**src/rtl/weight_buffer_ctrl.sv**
```systemverilog
// Weight buffer sequencer: runs one load/wait/stream/compute/free pass per filter,
// generates the weight memory byte address and watches for stalled loads.
module weight_buffer_ctrl #(
    parameter int unsigned ADDR_W  = 32,
    parameter int unsigned CNT_W   = 8,
    parameter int unsigned TIMEOUT = 1024,
    parameter int unsigned MODE_W  = 2
) (
    input  logic              clk,
    input  logic              rst_n,
    input  logic              layer_start,
    input  logic [MODE_W-1:0] mode_in,
    input  logic [CNT_W-1:0]  num_filters,
    input  logic [ADDR_W-1:0] base_addr,
    input  logic              pe_ready,
    input  logic              pe_compute_done,
    input  logic              wb_mem_req,
    input  logic              mem_data_valid,
    input  logic              wb_ready,
    input  logic              wb_finish,
    output logic [MODE_W-1:0] wb_mode,
    output logic              wb_start_load,
    output logic              wb_output_filter,
    output logic              wb_free,
    output logic [ADDR_W-1:0] mem_addr,
    output logic [CNT_W-1:0]  filter_idx,
    output logic              busy,
    output logic              layer_done,
    output logic              load_timeout
);

    localparam int unsigned WD_W = $clog2(TIMEOUT + 1);
    localparam logic [MODE_W-1:0] MODE1 = '0;

    typedef enum logic [2:0] {
        IDLE, LOAD, WAIT_PE, STREAM, COMPUTE, FREE, DONE
    } state_e;

    state_e            state_q, state_d;
    logic [CNT_W-1:0]  nf_q, nf_d;
    logic [MODE_W-1:0] mode_q, mode_d;
    logic [ADDR_W-1:0] addr_q, addr_d;
    logic [CNT_W-1:0]  idx_q, idx_d;
    logic [WD_W-1:0]   wd_q, wd_d;
    logic              to_q, to_d;
    logic              start_load_q, start_load_d;
    logic              out_filter_q, out_filter_d;
    logic              free_q, free_d;
    logic              busy_q, busy_d;
    logic              done_q, done_d;
    logic              zero_done;

    always_comb begin
        state_d   = state_q;
        nf_d      = nf_q;
        mode_d    = mode_q;
        addr_d    = addr_q;
        idx_d     = idx_q;
        wd_d      = '0;
        to_d      = to_q;
        zero_done = 1'b0;
        case (state_q)
            IDLE: begin
                if (layer_start) begin
                    to_d = 1'b0;
                    if (num_filters != '0) begin
                        nf_d    = num_filters;
                        mode_d  = mode_in;
                        addr_d  = base_addr;
                        idx_d   = '0;
                        state_d = LOAD;
                    end else begin
                        zero_done = 1'b1;
                    end
                end
            end
            LOAD: begin
                if (wb_mem_req && mem_data_valid) addr_d = addr_q + ADDR_W'(8);
                // watchdog saturates at TIMEOUT so the flag is raised exactly once per pass
                wd_d = (wd_q != WD_W'(TIMEOUT)) ? wd_q + WD_W'(1) : wd_q;
                if (wd_q == WD_W'(TIMEOUT - 1)) to_d = 1'b1;
                if (wb_ready) state_d = WAIT_PE;
            end
            WAIT_PE: if (pe_ready)        state_d = STREAM;
            STREAM:  if (wb_finish)       state_d = COMPUTE;
            COMPUTE: if (pe_compute_done) state_d = FREE;
            FREE: begin
                if (idx_q == nf_q - CNT_W'(1)) begin
                    state_d = DONE;
                end else begin
                    idx_d   = idx_q + CNT_W'(1);
                    state_d = LOAD;
                end
            end
            DONE:    state_d = IDLE;
            default: state_d = IDLE;
        endcase

        // outputs are decoded from the next state so they line up with state_q
        start_load_d = (state_d == LOAD) || (state_d == WAIT_PE) ||
                       (state_d == STREAM) || (state_d == COMPUTE);
        out_filter_d = (state_d == STREAM);
        free_d       = (state_d == FREE);
        busy_d       = (state_d != IDLE);
        done_d       = (state_d == DONE) || zero_done;
    end

    always_ff @(posedge clk or negedge rst_n) begin
        if (!rst_n) begin
            state_q      <= IDLE;
            nf_q         <= '0;
            mode_q       <= MODE1;
            addr_q       <= '0;
            idx_q        <= '0;
            wd_q         <= '0;
            to_q         <= 1'b0;
            start_load_q <= 1'b0;
            out_filter_q <= 1'b0;
            free_q       <= 1'b0;
            busy_q       <= 1'b0;
            done_q       <= 1'b0;
        end else begin
            state_q      <= state_d;
            nf_q         <= nf_d;
            mode_q       <= mode_d;
            addr_q       <= addr_d;
            idx_q        <= idx_d;
            wd_q         <= wd_d;
            to_q         <= to_d;
            start_load_q <= start_load_d;
            out_filter_q <= out_filter_d;
            free_q       <= free_d;
            busy_q       <= busy_d;
            done_q       <= done_d;
        end
    end

    assign wb_mode          = mode_q;
    assign wb_start_load    = start_load_q;
    assign wb_output_filter = out_filter_q;
    assign wb_free          = free_q;
    assign mem_addr         = addr_q;
    assign filter_idx       = idx_q;
    assign busy             = busy_q;
    assign layer_done       = done_q;
    assign load_timeout     = to_q;

endmodule

```
**config.mk**
```make
export PLATFORM = sky130hd
export DESIGN_NAME = weight_buffer_ctrl
export DESIGN_NICKNAME = d
export VERILOG_FILES = /design/src/rtl/weight_buffer_ctrl.sv
export SDC_FILE = /design/constraint.sdc
export NUM_CORES = 1
export LEC_CHECK = 0
export BUFFER_PORTS_ARGS = -buffer_cell sky130_fd_sc_hd__buf_2
export CAP_MARGIN = 20
export CORE_MARGIN = 2
export CORE_UTILIZATION = 40
export CTS_CLUSTER_DIAMETER = 30
export DETAILED_ROUTE_END_ITERATION = 10
export PLACE_DENSITY = 0.65
export RECOVER_POWER = 50
export SETUP_SLACK_MARGIN = 0.5
export SLEW_MARGIN = 5
export SYNTH_ARGS = -nofsm -noshare
export SYNTH_HDL_FRONTEND = slang
export SYNTH_SLANG_ARGS = --single-unit
```
**constraint.sdc**
```tcl
create_clock -name clk -period 2.5 [get_ports clk]
set_clock_uncertainty 0.1 [all_clocks]
set_input_delay 0.125 -clock clk [delete_from_list [all_inputs] [get_ports clk]]
set_output_delay 0.125 -clock clk [all_outputs]
set_load 0.005 [all_outputs]
```
==> results of run 1 <==
-- worst max path at each step --
stage | end | slack (ns) | cells after the start
4_1_cts | wb_start_load$_DFF_PN0_ | 0.01 | 8
3_5_place_dp | filter_idx[7]$_DFFE_PN0P_ | -0.005 | 7
3_3_place_gp | filter_idx[7]$_DFFE_PN0P_ | 0.07 | 7
5_1_grt | wb_start_load$_DFF_PN0_ | -0.03 | 8
2_1_floorplan | filter_idx[1]$_DFFE_PN0P_ | 0.20 | 7
6_report | wb_start_load$_DFF_PN0_ | 0.06 | 8
-- repair_timing --
action	CTS	global route
pin swaps	6	8
endpoints found under the setup margin	25	42
hold buffers	39	0
setup buffers	5	1
cloned	0	0
gates resized for setup	4	12
endpoints found under the hold margin	69	0
-- per-stage QoR --
step	utilization, %	hold slack, ns	cells	power (mW)	setup TNS, ns
6_report	56.0	0.00301	753	5.59	0
5_1_grt	56.0	0.0130	753	6.05	-0.0444
4_1_cts	55.9	0.00568	752	5.62	0
3_5_place_dp	49.0	0.153	693	4.48	-0.00726
3_3_place_gp	49.0	0.157	693	4.39	0
2_1_floorplan	-	-0.271	464	3.53	0
-- area by class of cell --
cell class / count / area [um^2] / share of cell area (%)
multi-input combinational: 364 / 2170 / 40.1
sequential: 70 / 1750 / 32.3
timing repair buffer: 164 / 1080 / 19.9
tap: 133 / 166 / 3.07
clock buffer: 11 / 151 / 2.79
clock inverter: 4 / 70.1 / 1.29
inverter: 7 / 26.3 / 0.485
-- flip-flops by register name, summed over array words and instances, names as in the netlist --
signal,cells
busy,1
filter_idx,8
layer_done,1
load_timeout,1
mem_addr,32
nf_q,8
state_q,3
wb_free,1
wb_mode,2
wb_output_filter,1
wb_start_load,1
wd_q,11
-- layout by cell type (no fill, tap or decap), types with 8 or more instances in the layout --
master         count
and3_1            12
xnor2_1            8
dfrtp_1           70
o21ai_0           21
nand2_1          111
nor2_1            30
xor2_1            12
o22ai_1            8
clkbuf_1          35
buf_4             19
a32oi_1           11
a21oi_1           29
dlygate4sd3_1     39
nand4_1           11
buf_2             64
mux2i_1            8
nand3_1           29
clkbuf_8          11
-- layer usage --
| metal | track usage, % | wire length (um) | vias up |
|---|---|---|---|
| li1 | - | - | 1955 |
| met1 | 28.2 | 5090 | 1978 |
| met2 | 35.8 | 5730 | 117 |
| met3 | 4.57 | 523 | 18 |
| met4 | 9.92 | 206 | 0 |
| met5 | 0 | 0 | - |
-- worst min-delay path, delay by kind of cell --
kind            cells  cell delay [ns]
compound gates      2             0.21
buf+inv             1             0.08
-- power by group --
part / internal [mW] / switching, mW / total, mW / leakage (nW)
clock network: 0.608 / 0.435 / 1.04 / 0.115
logic: 1.09 / 1.43 / 2.52 / 1.38
registers: 1.53 / 0.495 / 2.03 / 0.880
-- kinds of logic after synthesis --
kind of cell / share of synthesized area [%]
muxes: 2.03
buffers and inverters: 3.27
and+or+nand+nor: 26.7
DFF: 44.5
xor gates and xnor gates: 4.45
AOI/OAI and AO/OA: 17.5
adders and majority gates: 1.59
==> flow_summary.toml, run 1 <==
[outcome]
run_status = "complete, but fails checks"
violations = "max-capacitance violations, max-slew violations"

[synthesis]
syn_area_um2 = 3940
ys_types = 51
ys_ff_latch = 70
yosys.area.top_type = "dfrtp_1"
synth_area_leaders = "dfrtp_1 (44%), nand2_1 (11%), a21oi_1 (3.7%)"
synthFlopType = "dfrtp_1"
synthTopCellsByCount = "nand2_1 (111), dfrtp_1 (70), nor2_1 (31)"
ys_seq_area_share_pct = 44.5
synth_edf_count = 0
ys_async_sr_fraction_pct = 100
ys.warnings.count = 0
yosysMostFrequentCell = "nand2_1"
synth_top_area_share_pct = 44.5
synth_nets = 520
syn-instance-count = 464
avgSynthCellArea_um2 = 8.49

[sta]
relSlewSlack_pct = -24.4
final_max_slew_viol_count = 33
worstMarginPinSlew_ns = 1.87
rsz0062_at_grt = "true"
fin_crit_sh_pct = 97.8
fmax_ghz = 0.409
setup_viol = 0
post-route-min-period_ns = 2.44
hold_violations = 0
fin_ws_ns = 0.0557

[routing]
num_vias = 4068
wl_um = 11600
wl_per_cell_um = 15.3
route.detailed.drc = 0
avgViaCountPerCell = 5.40
ant_nets = 0
drtIter0Drc = 194
dr.pass1.iters = 5

[worst_setup_path]
r2r-start = "nf_q[0]$_DFFE_PN0P_"
slowest_delay_ns = 0.55
worstSetupStartpointType = "register"
worst_path_max_delay_cell = "or4_4"
cp.required_ns = 2.67
cp_max_fo = 4
path_class = "register to register"
worst_ep_arrival_time_ns = 2.62
path_cells = "or4_4 > a2111oi_4 > nor3_4 > a2111oi_4 > buf_4 > buf_6 > a21o_1 > xor2_1"
timing.rr.end = "wb_start_load$_DFF_PN0_"
critPathBufInv = 2
critical_path.most_common_cell = "a2111oi_4"
end_kind = "register"
startpoint = "nf_q[0]$_DFFE_PN0P_"
r2r_cells = 8
r2r_slack_ns = 0.06
crit_family = "compound AO/OA/AOI/OAI gates"

[job]
maxCapViolations = 1

[clock_tree]
numCtsBuffers = 9
clockBufferDepth = 2
clk_latency_ns = 0.36
cts.sinks = 70
ctsHtreeMaxLevel = 3
clk_pin_slew_ns = 0.07
clock-root-buffer = "clkbuf_8"
tritoncts = "yes"

[global_route]
antenna_found_initial = 0
grt_pass1_vias = 3811
grt_pass1_wl_um = 18200
overflow = 0
grt_usage_pct = 22.0
grt_max_degree = 44

[floorplan]
die_w_um = 103
ios = 99
start_util_pct = 40.7
die_y_um = 103
core.rowCount = 36
core_area_um2 = 9680
die-area_um2 = 10700

[placement]
placed_cell_area_um2 = 4740
dp_slack_ns = -0.00495
dp_hpwl_um = 7780
portBuffers = 98
gp_congestion = 0.846

[finish]
fillerInstances = 910
drive_gt1_share_pct = 20.8
syn2layout_area_growth_pct = 37.6
finish.instance_area_um2 = 5420
antennaDiodeCount = 0
layout.nets = 672

[power]
p_leak_nw = 2.38
vdd_drop_max_mv = 0.447
power_density_nw_per_um2 = 1030

[min_path]
min_path_type = "input port to register"
min_path_cells = 3
min_from = "base_addr[13]"
min_to = "mem_addr[13]$_DFFE_PN0P_"
(Power assumes the default switching activity.)
==> inputs of run 2 (changes only) <==
--- a/config.mk
+++ b/config.mk
@@ -6,4 +6,5 @@
 export NUM_CORES = 1
 export LEC_CHECK = 0
+export ABC_CLOCK_PERIOD_IN_PS = 2500
 export BUFFER_PORTS_ARGS = -buffer_cell sky130_fd_sc_hd__buf_2
 export CAP_MARGIN = 20
@@ -12,4 +13,5 @@
 export CTS_CLUSTER_DIAMETER = 30
 export DETAILED_ROUTE_END_ITERATION = 10
+export GPL_TIMING_DRIVEN = 1
 export PLACE_DENSITY = 0.65
 export RECOVER_POWER = 50
==> constraint.sdc (replaced) <==
create_clock -name clk -period 2.5 [get_ports clk]
set_clock_uncertainty 0.1 [all_clocks]
set_input_delay 0.375 -clock clk [delete_from_list [all_inputs] [get_ports clk]]
set_output_delay 0.375 -clock clk [all_outputs]
set_load 0.005 [all_outputs]
==> flow_summary.toml, run 2 (same netlist as run 1, synthesis figures left out) <==
[outcome]
run_status = "completed"

[clock_tree]
numCtsBuffers = 9
tritoncts = "yes"
clock-root-buffer = "clkbuf_8"
ctsHtreeMaxLevel = 3
cts.sinks = 70
clockBufferDepth = 2
clk_latency_ns = 0.34
clk_pin_slew_ns = 0.08

[min_path]
min_to = "mem_addr[0]$_DFFE_PN0P_"
min_path_cells = 3
min_from = "base_addr[0]"
min_path_type = "input port to register"

[job]
maxCapViolations = 0

[power]
power_switching_mw = 2.61
power_frac_comb_pct = 53.1
clock_power_share_pct = 13.3
power_density_nw_per_um2 = 1110
p_leak_nw = 2.43
vdd_drop_max_mv = 0.652
internal-power_mw = 3.42
power_mw = 6.03
p_sw_share_pct = 43.2
pwr-share-seq_pct = 33.5

[sta]
final_max_slew_viol_count = 0
worstMarginPinSlew_ns = 0.985
hold_violations = 0
fin_ws_ns = 0.108
relSlewSlack_pct = 34.3
post-route-min-period_ns = 2.39
fmax_ghz = 0.418
tns_ns = 0
rsz0062_at_grt = "true"
setup_viol = 0
fin_crit_sh_pct = 95.7

[routing]
avgViaCountPerCell = 5.44
drtIter0Drc = 233
dr.pass1.iters = 5
wl_per_cell_um = 15.8
route.detailed.drc = 0
num_vias = 4008
ant_nets = 0
wl_um = 11600

[worst_setup_path]
cp.required_ns = 2.64
timing.rr.end = "filter_idx[1]$_DFFE_PN0P_"
worstSetupStartpointType = "register"
end_kind = "register"
cp_max_fo = 7
worst_ep_arrival_time_ns = 2.53
r2r_cells = 7
path_class = "register to register"
r2r_slack_ns = 0.11
r2r-start = "nf_q[1]$_DFFE_PN0P_"

[floorplan]
die-area_um2 = 10700
ios = 99
core_area_um2 = 9680
die_y_um = 103
core.rowCount = 36
start_util_pct = 40.7
die_w_um = 103

[placement]
portBuffers = 98
gp_congestion = 0.860
dp_slack_ns = 0.0229
dp_hpwl_um = 7700

[global_route]
use_met3_pct = 3.16
overflow = 0
busiest_layer = "met2"
use_met2_pct = 37.0
antenna_found_initial = 0
grt_usage_pct = 21.3
gr-usage-met1_pct = 27.5
grt_pass1_vias = 3708
grt_pass1_wl_um = 17800
grt_max_degree = 71

[finish]
antennaDiodeCount = 0
final_common_cell = "nand2_1"
syn2layout_area_growth_pct = 37.7
drive_gt1_share_pct = 33.1
layout.nets = 655
final_cell_mix = "nand2_1 (105), buf_2 (85), dfrtp_1 (70), nor2_1 (29), buf_4 (29)"
largest_reg_flops = 32
-- run 2: how the worst max path moves through the flow --
stage	startpoint	end	slack, ns	depth (start not counted)
after detailed placement	nf_q[0]$_DFFE_PN0P_	filter_idx[1]$_DFFE_PN0P_	0.02	7
after CTS	nf_q[0]$_DFFE_PN0P_	filter_idx[6]$_DFFE_PN0P_	0.09	7
after floorplan	nf_q[0]$_DFFE_PN0P_	filter_idx[1]$_DFFE_PN0P_	0.20	7
final	nf_q[1]$_DFFE_PN0P_	filter_idx[1]$_DFFE_PN0P_	0.11	7
after global routing	nf_q[1]$_DFFE_PN0P_	filter_idx[1]$_DFFE_PN0P_	0.02	9
after global placement	nf_q[0]$_DFFE_PN0P_	filter_idx[1]$_DFFE_PN0P_	0.06	7
-- run 2: power by group through the flow --
stage | Clock, mW | Combinational, mW | Sequential, mW
6_report | 0.805 | 3.20 | 2.02
5_1_grt | 0.883 | 3.52 | 2.08
4_1_cts | 0.819 | 2.88 | 1.98
3_5_place_dp | 0 | 2.51 | 1.99
3_3_place_gp | 0 | 2.45 | 1.98
2_1_floorplan | 0 | 1.58 | 1.96
-- run 2: metrics by stage --
stage                     hold WS [ns]  cells  instance area, um^2  util, %
after global placement           0.340    696                 4750     49.1
after CTS                        0.114    727                 5170     53.3
after floorplan                -0.0206    464                 4000        -
final                            0.121    737                 5420     56.0
after global routing             0.122    737                 5420     56.0
after detailed placement         0.339    696                 4750     49.1
-- run 2: area by class of cell --
cell class,count,area (um^2)
Sequential cell,70,1750
Tap cell,133,166
Clock buffer,11,141
Clock inverter,5,25.0
Multi-Input combinational cell,364,2310
Inverter,7,26.3
Fill cell,894,4260
Timing Repair Buffer,147,997
-- run 2: timing repair --
| item | in CTS | in global routing |
|---|---|---|
| setup endpoints to repair | 49 | 53 |
| gates cloned | 3 | 1 |
| hold buffers | 1 | 0 |
| buffers inserted | 11 | 9 |
| pin swaps | 10 | 13 |
| endpoints found under the hold margin | 70 | 0 |
| resized for setup | 21 | 54 |
-- run 2: routing by layer --
metal / wire length, um / share of wire, % / vias to the layer above
li1: - / - / 1936
met1: 5080 / 44 / 1945
met2: 5880 / 51 / 114
met3: 517 / 4.4 / 13
met4: 168 / 1.4 / 0
met5: 0 / 0 / -
-- run 2: critical path, stage by stage (launching register included) --
cell	delay, ns
dfrtp_1	0.40
or4_4	0.57
a2111oi_4	0.22
nor3_2	0.11
a2111oi_4	0.44
buf_4	0.24
a21oi_2	0.05
a31o_1	0.17
